===== config.mk =====
export PLATFORM = sky130hd
export DESIGN_NAME = hour_encoder
export DESIGN_NICKNAME = d
export VERILOG_FILES = /design/src/rtl/hour_encoder.sv
export SDC_FILE = /design/constraint.sdc
export NUM_CORES = 1
export LEC_CHECK = 0
export ABC_AREA = 1
export CAP_MARGIN = 10
export CORE_ASPECT_RATIO = 1.75
export CORE_MARGIN = 2
export CORE_UTILIZATION = 56
export CTS_BUF_LIST = sky130_fd_sc_hd__clkbuf_16
export DETAILED_ROUTE_END_ITERATION = 8
export PLACE_DENSITY = 0.89
export SLEW_MARGIN = 20
export SYNTH_ARGS = -nofsm -noshare
export SYNTH_HDL_FRONTEND = slang
export SYNTH_SLANG_ARGS = --single-unit

===== constraint.sdc =====
create_clock -name clk -period 2.69 [get_ports clk]
set_input_delay 0.538 -clock clk [delete_from_list [all_inputs] [get_ports clk]]
set_output_delay 0.538 -clock clk [all_outputs]
set_load 0.03 [all_outputs]

===== src/rtl/hour_encoder.sv =====
// Hour-setting entry block: edits an hour in 12h or 24h form from debounced buttons
// and publishes the committed value as a 24h hour with a one-cycle valid pulse.
module hour_encoder #(
  parameter logic [5:0] RESET_HOUR = 6'd0
) (
  input  logic       clk,
  input  logic       reset,
  input  logic       two_four_format,
  input  logic [5:0] hour_in,
  input  logic       start_btn,
  input  logic       inc_btn,
  input  logic       dec_btn,
  input  logic       ampm_btn,
  input  logic       commit_btn,
  input  logic       cancel_btn,
  output logic       editing,
  output logic [5:0] disp_hour,
  output logic       disp_pm,
  output logic [5:0] hour_out,
  output logic       hour_valid
);

  typedef enum logic [1:0] {IDLE, EDIT, COMMIT} state_t;

  state_t     state_reg, state_next;
  logic [5:0] btn_now, btn_q_reg, btn_edge;
  logic       start_edge, inc_edge, dec_edge, ampm_edge, commit_edge, cancel_edge;
  logic       fmt_reg, fmt_next;
  logic [5:0] hour_reg, hour_next;
  logic       pm_reg, pm_next;
  logic [5:0] out_reg, out_next;
  logic [5:0] seed_base, seed_hour, inc_hour, dec_hour, enc_hour;
  logic       seed_pm;

  assign btn_now     = {cancel_btn, commit_btn, ampm_btn, dec_btn, inc_btn, start_btn};
  assign btn_edge    = btn_now & ~btn_q_reg;
  assign start_edge  = btn_edge[0];
  assign inc_edge    = btn_edge[1];
  assign dec_edge    = btn_edge[2];
  assign ampm_edge   = btn_edge[3];
  assign commit_edge = btn_edge[4];
  assign cancel_edge = btn_edge[5];

  // Out-of-range hour_in is treated as midnight when seeding.
  always_comb begin
    seed_base = (hour_in <= 6'd23) ? hour_in : 6'd0;
    seed_hour = seed_base;
    seed_pm   = 1'b0;
    if (!two_four_format) begin
      if (seed_base == 6'd0) begin
        seed_hour = 6'd12;
      end else if (seed_base == 6'd12) begin
        seed_pm   = 1'b1;
      end else if (seed_base > 6'd12) begin
        seed_hour = seed_base - 6'd12;
        seed_pm   = 1'b1;
      end
    end
  end

  always_comb begin
    if (fmt_reg) begin
      inc_hour = (hour_reg >= 6'd23) ? 6'd0 : hour_reg + 6'd1;
      dec_hour = (hour_reg == 6'd0 || hour_reg > 6'd23) ? 6'd23 : hour_reg - 6'd1;
      enc_hour = hour_reg;
    end else begin
      inc_hour = (hour_reg >= 6'd12) ? 6'd1 : hour_reg + 6'd1;
      dec_hour = (hour_reg <= 6'd1 || hour_reg > 6'd12) ? 6'd12 : hour_reg - 6'd1;
      if (hour_reg == 6'd12)
        enc_hour = pm_reg ? 6'd12 : 6'd0;
      else
        enc_hour = pm_reg ? hour_reg + 6'd12 : hour_reg;
    end
  end

  always_comb begin
    state_next = state_reg;
    fmt_next   = fmt_reg;
    hour_next  = hour_reg;
    pm_next    = pm_reg;
    out_next   = out_reg;
    case (state_reg)
      IDLE: begin
        if (start_edge) begin
          state_next = EDIT;
          fmt_next   = two_four_format;
          hour_next  = seed_hour;
          pm_next    = seed_pm;
        end
      end
      EDIT: begin
        // Cancel beats commit; commit beats any same-cycle edit.
        if (cancel_edge) begin
          state_next = IDLE;
        end else if (commit_edge) begin
          state_next = COMMIT;
          out_next   = enc_hour;
        end else begin
          if (inc_edge && !dec_edge) hour_next = inc_hour;
          if (dec_edge && !inc_edge) hour_next = dec_hour;
          if (ampm_edge && !fmt_reg) pm_next = ~pm_reg;
        end
      end
      COMMIT:  state_next = IDLE;
      default: state_next = IDLE;
    endcase
  end

  // History regs reset high so buttons held through reset do not produce an edge.
  always_ff @(posedge clk or posedge reset) begin
    if (reset) begin
      state_reg <= IDLE;
      btn_q_reg <= '1;
      fmt_reg   <= 1'b0;
      hour_reg  <= 6'd0;
      pm_reg    <= 1'b0;
      out_reg   <= RESET_HOUR;
    end else begin
      state_reg <= state_next;
      btn_q_reg <= btn_now;
      fmt_reg   <= fmt_next;
      hour_reg  <= hour_next;
      pm_reg    <= pm_next;
      out_reg   <= out_next;
    end
  end

  assign editing    = (state_reg == EDIT);
  assign hour_valid = (state_reg == COMMIT);
  assign disp_hour  = hour_reg;
  assign disp_pm    = pm_reg;
  assign hour_out   = out_reg;

endmodule


# --- Word-level counts from Yosys, hierarchy flattened ---
# Index checks and enable logic that the tools add are counted.
# W data, S select, Z words.
word_totals:
  elab_cells: 82
  mem_bits_rw: 0
  ff_bits: 22
  romBits: 0
  latchBits: 0
  memories: 0
  out_inout_bits: 15
op_classes:
  magnitude_cmp: 7
  n_shift: 0
  n_mul: 0
  add_sub_neg: 4
  reduce_logical: 17
  muxes: 34
  bitwise_logic: 4
  n_eq_ne: 10
  div: 0
ops:
  columns: ["op", "count"]
  rows:
  - ["$mux W6", 19]
  - ["$eq A6 B4 Y1 const B", 2]
  - ["$gt A6 B4 Y1 const B", 2]
  - ["$logic_not A6 Y1", 2]
  - ["$pmux W6 S2", 1]
  - ["$reduce_and A5 Y1", 2]
  - ["$mux W1", 8]
  - ["$add A6 B1 Y6 const B", 1]
  - ["$add A6 B4 Y6 const B", 1]
  - ["$and A6 B6 Y6", 1]
  - ["$ge A6 B4 Y1 const B", 1]
  - ["$ge A6 B5 Y1 const B", 1]
  - ["$gt A6 B5 Y1 const B", 1]
  - ["$le A6 B1 Y1 const B", 1]
  - ["$le A6 B5 Y1 const B", 1]
  - ["$mux W2", 3]
  - ["$ne A2 B2 Y1 const B", 3]
  - ["$ne A3 B1 Y1 const B", 2]
  - ["$not A6 Y6", 1]
  - ["$sub A6 B1 Y6 const B", 1]
  - ["$sub A6 B4 Y6 const B", 1]
  - ["$mux W4", 1]
  - ["$pmux W2 S2", 1]
  - ["$reduce_and A2 Y1", 2]
  - ["11 further kinds", 17]

# --- Logic depth before layout (Yosys ltp) ---
# Gate-level depths: netlist of run 1.
logic_depth:
  ltp_word: 9
  depth_mapped: 13
  mapped_depth_nobuf: 13

# --- Least setup slack after synthesis of run 1 ---
# No wires, ideal clock.
synth_path:
  path_kind: "reg-to-reg"
  from: "reg hour_reg[0] (netlist: disp_hour[0])"
  to: "reg hour_reg[1] (netlist: disp_hour[1])"
  t_required_ps: 2566
  t_arrival_ps: 1615
  slack_ps: 951
  stages_incl_launch_ff: 13
  path_cell_list: "dfrtp_1 inv_1 ha_1 nand2_1 inv_1 nand2_1 nand3_1 nand2_1 nor2_1 nand2_1 nand3_1 nand2_1 o21ai_1"
synth_via:
  elab_chain_cells: 8
  elab_cells_between_ends: 21
synth_rtl:
  columns: ["item", "line_no", "text"]
  rows:
  - ["from (decl)", "29", "logic [5:0] hour_reg, hour_next;"]
  - ["from (signal assigned)", "122", "hour_reg <= hour_next;"]
  - ["$add A6 B1 Y6 (tied with other cells)", "63, 67", null]
  - ["$mux W6 (tied with other cells)", "67", "inc_hour = (hour_reg >= 6'd12) ? 6'd1 : hour_reg + 6'd1;"]
  - ["$mux W6, on equally long branches", "62, 64, 68", null]
  - ["$mux W6, on equally long branches", "99, 62", null]
  - ["$mux W6 *", "100", "if (dec_edge && !inc_edge) hour_next = dec_hour;"]
  - ["$mux W6 *", "95", "end else if (commit_edge) begin"]
  - ["$mux W6 *", "93", "if (cancel_edge) begin"]
  - ["$pmux W6 S2 *", "82", "case (state_reg)"]
# Mark *: on every way between the ends. The rest lies on a longest branch, timed or not. The select of a mux whose other input is x is not followed.
# A chain may end at the register's enable or synchronous reset.

# --- Worst setup path after layout of run 1 ---
layout_path:
  from: "reg hour_reg[2] (netlist: disp_hour[2])"
  to: "out disp_hour[2]"
layout_lines:
  columns: ["item", "line_no", "text"]
  rows:
  - ["to (decl)", "17", "output logic [5:0] disp_hour,"]
# No word-level cell between the ends.

==> results of run 1 <==
[synth_stat cells]
| cell | n |
|---|---|
| nand2_1 | 60 |
| inv_1 | 31 |
| nand3_1 | 29 |
| dfrtp_1 | 16 |
| nor2_1 | 15 |
| a21oi_1 | 9 |
| ha_1 | 8 |
| o21ai_0 | 8 |
| nand4_1 | 7 |
| xor2_1 | 7 |
| dfstp_2 | 6 |
| inv_2 | 4 |
| nand2_2 | 4 |
| o21ai_1 | 4 |
| a31oi_1 | 2 |
| nor2_2 | 2 |
| nor2_4 | 2 |
| nor3_1 | 2 |
| a22oi_1 | 1 |
| buf_12 | 1 |
| buf_2 | 1 |
| clkbuf_8 | 1 |
| clkinv_1 | 1 |
| nand3_2 | 1 |
| o211ai_1 | 1 |
| xnor2_1 | 1 |
[cell usage in the layout (no fill, tap or decap), drive strengths merged]
cell,instances
dfstp,6
clkdlybuf4s50,29
ha,8
clkbuf,3
nor2,19
nand3,30
o21ai,12
xor2,7
nor3,2
bufinv,1
clkinv,1
buf,1
a31oi,2
a22oi,1
xnor2,1
nand2,64
o211ai,1
inv,35
dfrtp,16
a21oi,9
nand4,7
[power by group through the flow]
stage               combinational, W  sequential (W)  clock [W]
floorplan                   0.000626        0.000727          0
global placement             0.00108        0.000583          0
detailed placement           0.00109        0.000587          0
CTS                          0.00111        0.000584   0.000422
global route                 0.00121        0.000603   0.000435
finish                       0.00111        0.000586   0.000418
[layout make-up]
cell class              instances  area (um^2)
multi-input cells             163          853
fillers                       212          707
flip-flops and latches         22          558
repair buffers                 30          298
inverters                      36          135
clock buffers                   3         75.1
well taps                      27         33.8
clock inverters                 1         30.0
[logic make-up after synthesis]
kind of cell / count (synthesis) / synth area share
AOI/OAI and AO/OA: 25 / 0.0837
xor gates and xnor gates: 8 / 0.0442
adders and majority gates: 8 / 0.0631
buffers and inverters: 39 / 0.110
DFF: 22 / 0.352
and+or+nand+nor: 122 / 0.347
[how the worst max path moves through the flow]
stage | slack [ns] | end | cells past startpoint | start
after floorplan | 0.95 | disp_hour[1] | 12 | disp_hour[0]
after global placement | 0.52 | disp_hour[3] | 12 | hour_in[3]
after detailed placement | 0.43 | disp_hour[3] | 12 | hour_in[3]
after CTS | 0.54 | disp_hour[2] | 1 | disp_hour[2]
after global routing | 0.46 | disp_hour[2] | 13 | hour_in[3]
final | 0.52 | disp_hour[2] | 1 | disp_hour[2]
[stage by stage]
| step | area (um^2) | power [W] | util |
|---|---|---|---|
| after floorplan | 1590 | 0.00135 | - |
| after global placement | 1880 | 0.00167 | 0.698 |
| after detailed placement | 1880 | 0.00168 | 0.698 |
| after CTS | 1980 | 0.00212 | 0.737 |
| after global routing | 1980 | 0.00225 | 0.737 |
| final | 1980 | 0.00212 | 0.737 |
[layer usage]
metal  GRT usage  vias to the layer above  part of all wire
met2       0.444                       67              0.54
met5           0                        -                 0
met4       0.152                        0             0.045
met3      0.0243                       17             0.044
met1       0.247                      708              0.37
li1            -                      782                 -
==> flow_summary.yaml, run 1 <==
status:
  outcome: "complete, no violations"
placement:
  dp_worst_setup_slack_ns: 0.427
  hpwl_um: 2830
  placedCellCount: 278
  io_buffers: 29
  gp_congestion: 0.901
worst_setup_path:
  reg2reg_slack_ns: 0.84
  endpoint_kind: "primary output"
  reg2reg_from: "disp_hour[2]"
  critPathMaxFanout: 11
  worst_ep_required_time_ns: 2.15
  crit_path_max_incr_delay_ns: 0.76
  cp.arrival_ns: 1.63
  cp_slowest_cell: "clkdlybuf4s50_1"
  cp_top_family: "buffers and inverters"
  reg2reg_depth: 9
  path_cells: "clkdlybuf4s50_1"
  reg2reg_to: "disp_hour[5]"
  worstSetupStartpointType: "flip-flop"
  cp_num_buf_inv: 1
  crit_type: "reg -> out"
timing:
  rsz0062_at_grt: "false"
  whs_ns: 0.484
  setup_violations: 0
  worst_slew_pin_slew_ns: 0.819
  hold_violations: 0
  min_period_ns: 2.17
  period_share: 0.807
  max_freq_ghz: 0.460
  relSlewSlack: 0.453
  fin_setup_tns_ns: 0
  timing.final.max_slew_violations: 0
  setup_slack_ns: 0.518
  finClkSkew_ns: 0.00710
clocking:
  cts_setup_buffers: 0
  cts-resized-gates: 0
  clockRootBuffer: "clkbuf_16"
  h-tree-depth: 1
  clkLatencyLatePin_ns: 0.26
  clkSinkCount: 22
  clk_pin_slew_ns: 0.06
  cts_tree: "done"
  hold_buffers: 0
  clock_path_buffers: 2
  cts_made_buffers: 3
final_layout:
  diodes: 0
  nNetsFinal: 279
  syn_to_final_growth_pct: 25.1
  final_cells: 282
  drive_gt1_frac: 0.0941
global_route:
  antenna_found_initial: 0
  grt_pass1_wl_um: 5870
  track_usage: 0.240
  grt-ovfl-total: 0
  grt_pass1_vias: 1414
  grt_max_degree: 23
synth:
  syn_area_per_cell_um2: 7.08
  syn_inst: 224
  ys_seq_elements: 22
  synth_top_area_share: 0.253
  synth_top_area_cell: "dfrtp_1"
  synth_cell_types: 26
  synth_nets: 247
  yosysSeqAreaShare: 0.352
  yosys_warnings: 0
  synth_area_um2: 1590
  synth.area.top_cells: "dfrtp_1 (25%), nand2_1 (14%), dfstp_2 (9.9%)"
drt:
  ant_nets: 0
  avgRoutedWirePerCell_um: 13.1
  drc: 0
  post_drt_via_cell_ratio: 5.58
  drt_iter0_markers: 44
  dr_total_vias: 1574
  routed_wl_um: 3700
  dr.pass1.iters: 4
pwr:
  share_comb_of_total_power: 0.526
  p_int_w: 0.00117
  p_seq_frac: 0.277
  p_leak_nw: 0.977
  power.density_nw_per_um2: 1070
  switchingPower_w: 0.000953
  switching_share: 0.450
  vdd_drop_max_v: 0.000588
  clockPowerShare: 0.197
floorplanning:
  die_w_um: 44.2
  core_area_um2: 2690
  io-pin-count: 30
  die-area_um2: 3290
  start_util: 0.589
  die_y_um: 74.4
  rows: 25
min_path:
  holdPathEnd: "hour_out[5]"
  hold_class: "reg -> reg"
  hold_depth: 2
  holdCritStartpoint: "hour_out[5]"
run:
  drv_cap: 0
Note: power is estimated with default switching activity, not from simulation.
==> run 2, diff against run 1 <==
Settings changed: CORE_UTILIZATION 56 to 47, PLACE_DENSITY 0.89 to 0.8.
Clock period 2.69 ns to 1.8 ns, I/O delays scaled along.
==> run 2 against run 1 <==
Sequential share of layout area decreased by 2.6 points. Flip-flop and latch count unchanged. Via count increased by 5.3%. Core utilization is 4.8 points lower. Global-route usage down 1.3 points.
==> flow_summary.yaml, run 2 (synthesis gave the netlist of run 1 again) <==
status:
  outcome: "complete, no violations"
run:
  drv_cap: 0
timing:
  relSlewSlack: 0.757
  setup_violations: 0
  period_share: 0.963
  whs_ns: 0.436
  finClkSkew_ns: 0.00391
  worst_slew_pin_slew_ns: 0.362
  max_freq_ghz: 0.577
  min_period_ns: 1.73
  timing.final.max_slew_violations: 0
  rsz0062_at_grt: "false"
  hold_violations: 0
clocking:
  clkLatencyLatePin_ns: 0.26
  clkSinkCount: 22
  clk_pin_slew_ns: 0.06
  cts_made_buffers: 3
  h-tree-depth: 1
  clock_path_buffers: 2
  clockRootBuffer: "clkbuf_16"
  cts_tree: "done"
final_layout:
  multi_input_area_um2: 896
  post-route-cell-area_um2: 2190
  fillers: 272
  layout_common_cells: "nand2_1 (58), nand3_1 (29), inv_1 (27)"
  area.sequential_um2: 559
  diodes: 0
  final_common_cell: "nand2_1"
  syn_to_final_growth_pct: 38.0
  nNetsFinal: 297
  drive_gt1_frac: 0.198
drt:
  ant_nets: 0
  post_drt_via_cell_ratio: 5.24
  dr.pass1.iters: 4
  dr_total_vias: 1657
  avgRoutedWirePerCell_um: 12.6
  drt_iter0_markers: 57
  routed_wl_um: 3990
  drc: 0
floorplanning:
  rows: 27
  io-pin-count: 30
  core_area_um2: 3180
  die_w_um: 47.9
  die-area_um2: 3870
  die_y_um: 80.8
  start_util: 0.499
global_route:
  grt_pass1_wl_um: 6330
  grt-ovfl-total: 0
  grt_max_degree: 23
  grt_pass1_vias: 1525
  antenna_found_initial: 0
  track_usage: 0.227
placement:
  hpwl_um: 2970
  gp_congestion: 0.918
  io_buffers: 29
  placed_area_um2: 2010
worst_setup_path:
  cp_num_buf_inv: 1
  endpoint_kind: "primary output"
  reg2reg_depth: 9
  crit_type: "reg -> out"
  crit_path_max_incr_delay_ns: 0.69
  critPathMaxFanout: 7
  path_cells: "clkdlybuf4s50_1"
  cp.arrival_ns: 1.37
  path_depth: 1
  cp_slowest_cell: "clkdlybuf4s50_1"
  worstSetupStartpointType: "flip-flop"
  worst_ep_required_time_ns: 1.44
  cp_top_family: "buffers and inverters"
pwr:
  power.density_nw_per_um2: 1510
  vdd_drop_max_v: 0.000759
  power.total_w: 0.00331
  p_leak_nw: 1.11
min_path:
  hold_class: "in -> async"
==> run 2: cell types whose count changed in the layout (fill, tap and decap cells not counted), sizes merged <==
cell,previous run,this run
buf,1,19
clkdlybuf4s50,29,21
dlymetal6s2s,0,4
dlygate4sd2,0,4
==> run 2: metal layers <==
metal | up-vias | wire (um) | global-route usage
met1 | 755 | 1460 | 0.229
met5 | - | 0 | 0
li1 | 820 | - | -
met3 | 19 | 190 | 0.0244
met4 | 0 | 209 | 0.181
met2 | 63 | 2130 | 0.388
==> run 2: final timing paths <==
path	from	endpoint	slack, ns
setup / recovery	disp_hour[0]	disp_hour[0]	0.07
hold / removal	reset	disp_hour[2]	0.44
setup reg to reg	disp_hour[2]	disp_hour[5]	0.18
hold reg to reg	hour_out[2]	hour_out[2]	0.48
max in group asynchronous	reset	btn_q_reg[1]	1.09
min in group clk	hour_out[2]	hour_out[2]	0.48
==> run 2: area by class of cell <==
cell class                 count  area share
tap                           43      0.0246
multi-input combinational    163       0.410
inverter                      36      0.0618
clock buffer                   3      0.0343
clock inverter                 1      0.0137
sequential                    22       0.256
timing repair buffer          48       0.200
==> run 2: report_power, final <==
part	internal [W]	switching [W]
Combinational	0.000746	0.00111
Sequential	0.000655	0.000165
Clock	0.000442	0.000190
Total	0.00184	0.00147
==> run 2: repair_timing <==
item / in CTS / in global routing
hold buffers: 0 / 0
gates resized for setup: 4 / 20
endpoints found under the setup margin: 4 / 8
cloned: 0 / 0
hold endpoints to repair: 0 / 0
setup buffers: 0 / 3
pin swaps: 0 / 6
==> run 2: metrics by stage <==
stage          utilization  worst slack, ns  setup TNS (ns)  instances
6_report             0.689           0.0672               0        316
5_1_grt              0.689          0.00861               0        316
4_1_cts              0.665           0.0145               0        313
3_5_place_dp         0.633           -0.257           -1.06        309
3_3_place_gp         0.633           -0.182          -0.711        309
2_1_floorplan            -           0.0615               0        224
